--- src/rtl/clock_sequencer.sv ---
// Clock/run-control stage: divides the board clock into memory and gated processor/regfile
// clocks, runs a HOLD/RUN/HALT/STEP FSM with PC breakpoint, and counts executed core cycles.
module clock_sequencer #(
  parameter int DIV_LOG2     = 3,
  parameter int HOLD_PERIODS = 2,
  parameter bit START_RUN    = 1'b1
) (
  input  logic        clock,
  input  logic        reset,
  input  logic        run,
  input  logic        halt,
  input  logic        step,
  input  logic        bp_en,
  input  logic [11:0] bp_addr,
  input  logic [11:0] pc,
  output logic        imem_clock,
  output logic        dmem_clock,
  output logic        processor_clock,
  output logic        regfile_clock,
  output logic        core_reset,
  output logic [1:0]  run_state,
  output logic [31:0] cycle_count
);

  typedef enum logic [1:0] {
    S_HOLD = 2'd0,
    S_RUN  = 2'd1,
    S_HALT = 2'd2,
    S_STEP = 2'd3
  } state_t;

  localparam int unsigned         PERIOD     = 1 << DIV_LOG2;
  localparam logic [DIV_LOG2-1:0] DP_PH      = DIV_LOG2'(PERIOD / 2);
  localparam logic [DIV_LOG2-1:0] LAST_PH    = DIV_LOG2'(PERIOD - 1);
  localparam logic [3:0]          HOLD_LIMIT = 4'(HOLD_PERIODS);

  logic [DIV_LOG2-1:0] ph;
  state_t              state, state_next;
  logic                gate_q, gate_next;
  logic [3:0]          hold_cnt, hold_next;
  logic                core_reset_next;
  logic                bp_armed, bp_armed_next;
  logic                step_q, step_pend, step_pend_next, step_done;
  logic                halt_pend;
  logic                at_dp, at_wrap, step_rise, halt_req, bp_hit;

  assign at_dp     = (ph == DP_PH);
  assign at_wrap   = (ph == LAST_PH);
  assign step_rise = step & ~step_q;
  // A halt request seen anywhere in the period is honoured at the next decision point.
  assign halt_req  = halt | halt_pend;
  assign bp_hit    = bp_en & bp_armed & (pc == bp_addr);

  // NOTE: every output of a combinational block gets a default first, so no path infers a latch.
  always_comb begin
    state_next      = state;
    gate_next       = gate_q;
    hold_next       = hold_cnt;
    core_reset_next = core_reset;
    bp_armed_next   = bp_armed;
    step_done       = 1'b0;
    if (at_dp) begin
      unique case (state)
        S_HOLD: begin
          if (hold_cnt < HOLD_LIMIT) begin
            hold_next = hold_cnt + 4'd1;
          end else begin
            core_reset_next = 1'b0;
            state_next      = START_RUN ? S_RUN : S_HALT;
          end
        end
        S_RUN: begin
          if (halt_req || bp_hit) state_next = S_HALT;
          bp_armed_next = bp_armed | (pc != bp_addr);
        end
        S_HALT: begin
          if (halt_req) begin
            state_next = S_HALT;
          end else if (step_pend) begin
            state_next = S_STEP;
          end else if (run) begin
            // Resuming on the breakpoint address must execute it once before re-arming.
            state_next    = S_RUN;
            bp_armed_next = 1'b0;
          end
        end
        S_STEP: begin
          state_next = S_HALT;
          step_done  = 1'b1;
        end
      endcase
      gate_next = (state_next != S_HALT);
    end
  end

  assign step_pend_next = (state == S_RUN || step_done) ? 1'b0 : (step_pend | step_rise);

  // NOTE: state registers use non-blocking assignments so every flop samples pre-edge values.
  always_ff @(posedge clock or negedge reset) begin
    if (!reset) begin
      ph          <= '0;
      state       <= S_HOLD;
      gate_q      <= 1'b0;
      hold_cnt    <= 4'd0;
      core_reset  <= 1'b1;
      bp_armed    <= 1'b1;
      step_q      <= 1'b0;
      step_pend   <= 1'b0;
      halt_pend   <= 1'b0;
      cycle_count <= 32'd0;
    end else begin
      ph         <= ph + DIV_LOG2'(1);
      state      <= state_next;
      gate_q     <= gate_next;
      hold_cnt   <= hold_next;
      core_reset <= core_reset_next;
      bp_armed   <= bp_armed_next;
      step_q     <= step;
      step_pend  <= step_pend_next;
      halt_pend  <= at_dp ? 1'b0 : (halt_pend | halt);
      if (at_wrap && gate_q && !core_reset) cycle_count <= cycle_count + 32'd1;
    end
  end

  // gate_q only moves while ph[MSB] is high, so the gated clocks never glitch.
  assign imem_clock      = ph[0];
  assign dmem_clock      = ph[0];
  assign processor_clock = gate_q & ~ph[DIV_LOG2-1];
  assign regfile_clock   = processor_clock;
  assign run_state       = state;

endmodule

--- config.mk ---
export PLATFORM = sky130hd
export DESIGN_NAME = clock_sequencer
export DESIGN_NICKNAME = d
export VERILOG_FILES = /design/src/rtl/clock_sequencer.sv
export SDC_FILE = /design/constraint.sdc
export NUM_CORES = 1
export LEC_CHECK = 0
export BUFFER_PORTS_ARGS = -buffer_cell sky130_fd_sc_hd__buf_2
export CAP_MARGIN = 20
export CORE_ASPECT_RATIO = 0.6
export CORE_MARGIN = 2
export CORE_UTILIZATION = 55
export DETAILED_ROUTE_END_ITERATION = 8
export HOLD_SLACK_MARGIN = 0.05
export PLACE_DENSITY = 0.92
export SYNTH_ARGS = -nofsm -noshare
export SYNTH_HDL_FRONTEND = slang
export SYNTH_SLANG_ARGS = --single-unit
--- constraint.sdc ---
create_clock -name clock -period 3.8 [get_ports clock]
set_clock_uncertainty 0.2 [all_clocks]
set_input_delay 0.38 -clock clock [delete_from_list [all_inputs] [get_ports clock]]
set_output_delay 0.38 -clock clock [all_outputs]
set_load 0.02 [all_outputs]
==> results.cfg, run 1 <==
[logic_synthesis]
synth_top_area_frac = 0.484
synth.distinct_cells = 41
syn_nets = 242
synth_top_cell_by_area = dfrtp_1
synth_cells = 207
seq_area_frac_synth = 0.507
syn_area_um2 = 2330
yosys_warnings = 0
synth_top_cells_by_count = 45 x dfrtp_1, 39 x xnor2_1, 15 x nand4_1, 14 x nand2_1
synth.most_common_cell = dfrtp_1
synth-seq-cells = 47
synth_flop_cell = dfrtp_1
synth_enable_flop_cells = 0
async_reset_ff_frac = 1.00
synth_area_leaders = dfrtp_1 48%, xnor2_1 15%, nand4_1 4.0%
syn_avg_cell_area_um2 = 11.2

[critical_path]
cp.required_ns = 3.80
slowest_stage = nor4_4
path_class = register to register
worstPathCellList = ha_1 -> ha_1 -> nand3b_2 -> nor4_4 -> nand4_1 -> xnor2_1
cp_max_fo = 11
cpLargestDelayFamily = simple AND/OR/NAND/NOR gates
crit_path_end_kind = register
slowest_delay_ns = 0.61
start_kind = register
cp_data_arrival_time_ns = 2.22
worst_path_most_repeated_cell = ha_1
path_buf_inv = 0

[power]
switching_share = 0.238
switchingPower_uw = 206
p_int_uw = 660
p_comb_frac = 0.069
power.total_uw = 866
power_leakage_nw = 1.39
ir_worst_vdd_uv = 200
clock_power_share = 0.343
power.density_nw_per_um2 = 307
pwr-share-seq = 0.588

[floorplan]
core-area_um2 = 4080
die_h_um = 54.4
start_util = 0.571
boundaryPins = 69
fp-row-count = 18
die_x_um = 88.0
die_area_um2 = 4780

[routing]
wl_um = 4970
drt_iter0_drc = 73
ant_nets = 0
via_per_inst = 5.41
wire_per_inst_um = 14.7
dr.pass1.iters = 4
drc = 0
vias = 1828

[placed_design]
pre_cts_ws_ns = 1.61
dp.cells = 327
place.gp.congestion = 0.834
port_buffers = 68
dpl.hpwl_um = 3830

[sta]
relSlewSlack = 0.558
whs_ns = 0.163
period_share = 0.584
maxClockFrequency_mhz = 451
grt_setup_unrepaired = false
hold_viol = 0
setup_ws_ns = 1.58
finalSetupTns_ns = 0
tightest_slew_ns = 0.658
fin_crit_ns = 2.22
maxSlewViolCount = 0
setup_viol = 0

[flow_run]
max_cap_violations = 0

[clock_tree]
cts.path.max_buffers = 2
root_buffer = clkbuf_8
clock-sinks = 47
cts-buffers-inserted = 5
clk_latency_ns = 0.31
tritoncts = built
cts_resized = 0
path_clk_slew_ns = 0.09
htree_num_levels = 2

[layout]
n_antenna_cell = 0
nNetsFinal = 312
drive_gt1_frac = 0.324
multi_input_area_um2 = 1080
fillers = 298
stdcell_count = 338
regArea_um2 = 1180
syn_to_final_growth_pct = 21.3

[grt]
grt_pass1_vias = 1726
overflow = 0
grt_pass1_wl_um = 8020
grt_antenna_before_repair = 0
track_usage = 0.227
grt_max_degree = 48

[status]
status = completed

[worst_hold_path]
hold_path_class = input pin to register
[registers in the layout, summed over array words and instances (netlist names)]
signal and flops:
step_q 1, run_state 2, hold_cnt 4, gate_q 1
cycle_count 32, ph 3, halt_pend 1, step_pend 1
core_reset 1, bp_armed 1
[metal layers]
layer / share of wire / vias to the layer above / global-route usage
li1: - / 872 / -
met1: 0.47 / 899 / 0.315
met2: 0.46 / 50 / 0.345
met3: 0.055 / 7 / 0.0633
met4: 0.012 / 0 / 0.0821
met5: 0 / - / 0
[kinds of logic after synthesis]
kind of cell | Yosys count | synth area share
multiplexers | 1 | 0.00484
XOR/XNOR | 44 | 0.166
AND/OR/NAND/NOR | 83 | 0.225
flip-flops | 47 | 0.507
AO/OA/AOI/OAI | 13 | 0.0403
adder cells (fa/ha/maj) | 5 | 0.0269
buffers and inverters | 14 | 0.0307
[power groups by stage]
stage | Clock, mW | Sequential, mW | Combinational (mW)
6_report | 0.297 | 0.509 | 0.0601
5_1_grt | 0.325 | 0.510 | 0.0670
4_1_cts | 0.305 | 0.509 | 0.0579
3_5_place_dp | 0 | 0.519 | 0.0569
3_3_place_gp | 0 | 0.518 | 0.0545
2_1_floorplan | 0 | 0.520 | 0.0223
[area by class of cell]
| type | instances | share of cell area |
|---|---|---|
| Clock buffer | 5 | 0.0244 |
| Inverter | 6 | 0.00798 |
| Timing Repair Buffer | 71 | 0.135 |
| Multi-Input combinational cell | 146 | 0.381 |
| Sequential cell | 47 | 0.418 |
| Clock inverter | 3 | 0.00710 |
| Tap cell | 60 | 0.0266 |
[path summary, 6_finish.rpt]
check | startpoint | end | slack (ns) | depth (start not counted)
worst max-delay path | ph[0] | cycle_count[29] | 1.58 | 6
worst min register to register | hold_cnt[3] | hold_cnt[3] | 0.23 | 0
min in group asynchronous | reset | cycle_count[4] | 0.27 | 2
worst max register to register | ph[0] | cycle_count[29] | 1.58 | 6
max in group asynchronous | reset | bp_armed | 2.59 | 3
worst min-delay path | halt | halt_pend | 0.16 | 3
[worst register-to-register path, cell delays in order (launching register included)]
cell	delay, ns
dfrtp_1	0.40
ha_1	0.16
ha_1	0.18
nand3b_2	0.18
nor4_4	0.61
nand4_1	0.22
xnor2_1	0.17
[stage by stage]
| step | area, um^2 | utilization |
|---|---|---|
| finish | 2820 | 0.692 |
| global route | 2820 | 0.692 |
| CTS | 2790 | 0.685 |
| detailed placement | 2690 | 0.661 |
| global placement | 2690 | 0.661 |
| floorplan | 2330 | - |
[layout by cell type, fill, tap and decap left out, drive strengths merged, types with 2 or more instances in the layout]
| master | instances |
|---|---|
| ha | 5 |
| dfstp | 2 |
| nand3 | 8 |
| and2 | 3 |
| and4 | 5 |
| inv | 6 |
| nor3 | 5 |
| and3 | 10 |
| nand2 | 14 |
| xnor2 | 39 |
| nand3b | 2 |
| o21ai | 2 |
| nand2b | 2 |
| clkbuf | 5 |
| o31ai | 2 |
| nand4b | 2 |
| xor2 | 5 |
| nor2 | 8 |
| clkinvlp | 2 |
| dlygate4sd3 | 2 |
| dfrtp | 45 |
| a21oi | 2 |
| nand4 | 16 |
| nor4 | 6 |
| buf | 69 |
[timing repair]
item | CTS | global route
hold endpoints to repair | 1 | 10
hold buffers | 1 | 1
setup buffers | 0 | 0
Note: power is estimated with default switching activity, not from simulation.
==> inputs of run 2 (changes only) <==
CORE_UTILIZATION = 51   (was 55)
PLACE_DENSITY = 0.87   (was 0.92)
clock period = 2.3 ns   (was 3.8 ns; I/O delays follow)
==> run 2 against run 1 <==
Net effect:
- critical path depth unchanged
- via count down 0.16%
- clock power up 97%
- final area up 0.93%
- worst hold slack worse by 0.039 ns
- register-to-register slack worse by 1.4 ns
- combinational power up 66%
- count of clock-buffer cells in the layout up 1
- first-iteration DRC count up 1.4%
- sequential share of layout area down 0.39 points
- critical path type unchanged
==> results.cfg, run 2 (synthesis gave the netlist of run 1 again) <==
[layout]
syn_to_final_growth_pct = 22.4
final_cell_mix = 68 x buf_2, 45 x dfrtp_1, 39 x xnor2_1, 15 x nand4_1, 14 x nand2_1
drive_gt1_frac = 0.321
utilization = 0.673
final_area_um2 = 2850
reg_top3 = cycle_count: 32 flops, hold_cnt: 4 flops, ph: 3 flops
layout_commonest_cell = buf_2
n_antenna_cell = 0
stdcell_count = 340
largest_reg_flops = 32
nNetsFinal = 315
regMostFlops = cycle_count

[floorplan]
die_area_um2 = 5130
core-area_um2 = 4230
die_h_um = 56.3
die_x_um = 91.2
fp-row-count = 18
boundaryPins = 69
start_util = 0.549

[clock_tree]
clk_latency_ns = 0.30
post-cts-setup-buffer-count = 0
cts.path.max_buffers = 2
root_buffer = clkbuf_8
htree_num_levels = 2
path_clk_slew_ns = 0.09
clock-sinks = 47
cts-buffers-inserted = 5
tritoncts = built

[power]
p_comb_frac = 0.066
ir_worst_vdd_uv = 368
switchingPower_uw = 329
power.total_mw = 1.53
pwr-share-seq = 0.551
power.density_nw_per_um2 = 536
p_int_mw = 1.20
switching_share = 0.216
clock_power_share = 0.384
power_leakage_nw = 1.42

[grt]
grt_pass1_vias = 1830
overflow = 0
track_usage = 0.212
grt_max_degree = 31
grt_antenna_before_repair = 0
grt_pass1_wl_um = 8610

[routing]
drc = 0
via_per_inst = 5.37
dr.pass1.iters = 4
vias = 1825
ant_nets = 0
wl_um = 5040
wire_per_inst_um = 14.8
drt_iter0_drc = 74

[sta]
hold_viol = 0
period_share = 0.913
grt_setup_unrepaired = false
setup_viol = 0
finalSetupTns_ns = 0
relSlewSlack = 0.556
tightest_slew_ns = 0.666
maxSlewViolCount = 0
maxClockFrequency_mhz = 476
fin_crit_ns = 2.10

[flow_run]
max_cap_violations = 0

[critical_path]
crit_path_end_kind = register
cp.required_ns = 2.29
start_kind = register
cp_data_arrival_time_ns = 2.09
path_class = register to register
cp_max_fo = 5
reg2reg_slack_ns = 0.20

[worst_hold_path]
hold_path_class = input pin to register

[placed_design]
detailed_place.area_um2 = 2720
port_buffers = 68
dpl.hpwl_um = 3890
dp.cells = 330
place.gp.congestion = 0.809

[status]
status = completed
==> run 2: cell types whose count changed in the layout (fill, tap and decap cells not counted) <==
cell and delta:
clkinvlp_4 -2, clkbuf_1 +1, clkinv_2 -1, buf_12 -1, bufinv_16 +1, dlygate4sd3_1 +1, buf_4 +3
==> run 2: per-stage QoR <==
stage	hold WS (ns)	worst slack, ns
final	0.125	0.199
after global routing	0.157	0.0406
after CTS	0.109	0.232
after detailed placement	0.0995	0.242
after global placement	0.0994	0.350
after floorplan	-0.266	0.315
==> run 2: power by group through the flow <==
| stage | Combinational [mW] | Clock [mW] | Sequential [mW] |
|---|---|---|---|
| after floorplan | 0.0369 | 0 | 0.858 |
| after CTS | 0.102 | 0.595 | 0.841 |
| after detailed placement | 0.0977 | 0 | 0.857 |
| after global placement | 0.0934 | 0 | 0.857 |
| after global routing | 0.113 | 0.635 | 0.842 |
| final | 0.100 | 0.586 | 0.841 |
==> run 2: worst max-delay path, cell delays in order (launching register included) <==
cell and delay [ns]:
dfrtp_1 0.39, ha_1 0.16, ha_1 0.19, nand4b_1 0.28
nor3_1 0.42, nand4_1 0.19, xnor2_1 0.17
==> run 2: repair_timing <==
item,4_1_cts,5_1_grt
resized for setup,0,0
endpoints found under the setup margin,0,0
hold endpoints to repair,31,0
hold buffers,3,0
==> run 2: metal layers <==
metal,routed length (um),track usage,part of all wire
met1,2360,0.285,0.47
met4,35,0.0714,0.0069
met3,323,0.0671,0.064
met2,2330,0.327,0.46
met5,0,0,0
==> run 2: cell type report <==
type	count	area (um^2)
fillers	350	1390
multi-input cells	146	1080
inverters	6	22.5
flip-flops and latches	47	1180
clock buffers	6	72.6
clock inverters	1	30.0
well taps	60	75.1
repair buffers	74	393
==> run 2: worst paths after layout <==
path                             start              end  cells after the start
min in group asynchronous        reset  cycle_count[23]                      2
setup reg to reg                 ph[0]  cycle_count[26]                      6
setup / recovery                 ph[0]  cycle_count[26]                      6
hold reg to reg            hold_cnt[3]      hold_cnt[3]                      0
max in group asynchronous        reset  cycle_count[12]                      3
hold / removal                     run         bp_armed                      4
==> inputs of run 3 (changes only) <==
CORE_UTILIZATION = 53   (was 51)
CTS_BUF_LIST = sky130_fd_sc_hd__clkbuf_4   (was default)
PLACE_DENSITY = 0.9   (was 0.87)
==> run 3 against run 2 <==
Net effect:
- sequential share of layout area rose by 0.83 points
- via count is 1.9% lower
- critical path type unchanged
- wire length decreased by 6.1%
- largest power group unchanged
- total power down 16%
- clock power decreased by 40%
- final area decreased by 2.0%
==> results.cfg, run 3 (synthesis gave the netlist of run 1 again) <==
[sta]
whs_ns = 0.0654
maxSlewViolCount = 0
setup_ws_ns = 0.226
relSlewSlack = 0.664
maxClockFrequency_mhz = 482
period_share = 0.902
finalSetupTns_ns = 0
tightest_slew_ns = 0.500
setup_viol = 0
grt_setup_unrepaired = false
fin_crit_ns = 2.07
hold_viol = 0

[layout]
nNetsFinal = 315
n_antenna_cell = 0
drive_gt1_frac = 0.321
stdcell_count = 340
regMostFlops = cycle_count
layout_commonest_cell = buf_2
largest_reg_flops = 32
utilization = 0.670
reg_top3 = cycle_count: 32 flops, hold_cnt: 4 flops, ph: 3 flops
syn_to_final_growth_pct = 20.0
final_area_um2 = 2790
final_cell_mix = 68 x buf_2, 45 x dfrtp_1, 39 x xnor2_1, 15 x nand4_1, 14 x nand2_1

[floorplan]
boundaryPins = 69
start_util = 0.558
fp-row-count = 18
die_h_um = 55.3
die_x_um = 89.5
core-area_um2 = 4170
die_area_um2 = 4950

[critical_path]
slowest_delay_ns = 0.42
rr_worst_depth = 6
rr_endpoint = cycle_count[30]
reg2reg_slack_ns = 0.23
worst_path_most_repeated_cell = ha_1
cp_max_fo = 5
slowest_stage = nor3_1
path_buf_inv = 0
timing.rr.start = ph[0]
cpLargestDelayFamily = simple AND/OR/NAND/NOR gates
start_kind = register
crit_path_end_kind = register
cp_data_arrival_time_ns = 2.13
cp.depth = 6
worstPathCellList = ha_1 -> ha_1 -> nand4b_1 -> nor3_1 -> nand4_1 -> xnor2_1
cp.required_ns = 2.35
path_class = register to register

[grt]
grt_pass1_wl_um = 7900
grt_antenna_before_repair = 0
overflow = 0
grt_pass1_vias = 1676
track_usage = 0.205
grt_max_degree = 21

[routing]
wire_per_inst_um = 13.9
via_per_inst = 5.27
vias = 1791
wl_um = 4740
drc = 0
dr.pass1.iters = 4
drt_iter0_drc = 104
ant_nets = 0

[clock_tree]
root_buffer = clkbuf_4
post-cts-setup-buffer-count = 0
path_clk_slew_ns = 0.12
cts-buffers-inserted = 5
clk_latency_ns = 0.35
cts.path.max_buffers = 2
clock-sinks = 47
tritoncts = built
htree_num_levels = 2

[power]
power.density_nw_per_um2 = 461
power_leakage_nw = 1.39
power.total_mw = 1.29
ir_worst_vdd_uv = 232

[placed_design]
detailed_place.area_um2 = 2720
port_buffers = 68
dp.cells = 330
pre_cts_ws_ns = 0.253
dpl.hpwl_um = 3630
place.gp.congestion = 0.847

[flow_run]
max_cap_violations = 0

[status]
status = completed

[worst_hold_path]
hold_path_class = input pin to asynchronous set/reset pin
[run 3: repair_timing]
| action | 4_1_cts | 5_1_grt |
|---|---|---|
| hold endpoints to repair | 51 | 0 |
| resized for setup | 0 | 0 |
| hold buffers | 3 | 0 |
[run 3: where the power goes]
part | switching [mW] | total (mW) | leakage [nW] | internal [mW]
Combinational | 0.0501 | 0.0975 | 0.751 | 0.0473
Sequential | 0.00879 | 0.841 | 0.613 | 0.832
Clock | 0.240 | 0.349 | 0.0285 | 0.109
Total | 0.299 | 1.29 | 1.39 | 0.988
[run 3: cell type report]
class                           instances  area (um^2)
Timing Repair Buffer                   74          393
Clock inverter                          2         8.76
Fill cell                             338         1380
Tap cell                               60         75.1
Clock buffer                            5         37.5
Sequential cell                        47         1180
Inverter                                6         22.5
Multi-Input combinational cell        146         1080
[run 3: worst register-to-register path: cells and delay by family, from the launching register on]
kind / cells / cell delay [ns]
DFF: 1 / 0.40
and+or+nand+nor: 3 / 0.89
adders and majority gates: 2 / 0.34
xor gates and xnor gates: 1 / 0.15
[run 3: worst max path at each step]
| stage | from | to | slack (ns) |
|---|---|---|---|
| final | ph[0] | cycle_count[30] | 0.23 |
| after global routing | ph[0] | cycle_count[22] | 0.04 |
| after CTS | ph[0] | cycle_count[16] | 0.23 |
| after detailed placement | ph[0] | cycle_count[16] | 0.25 |
| after global placement | ph[0] | cycle_count[16] | 0.36 |
| after floorplan | ph[0] | cycle_count[16] | 0.31 |
[run 3: routing by layer]
| metal | global-route usage | wire [um] | vias up |
|---|---|---|---|
| met2 | 0.299 | 2180 | 46 |
| met4 | 0.0554 | 22 | 0 |
| met3 | 0.0613 | 253 | 2 |
| met1 | 0.298 | 2280 | 865 |
| li1 | - | - | 878 |
| met5 | 0 | 0 | - |
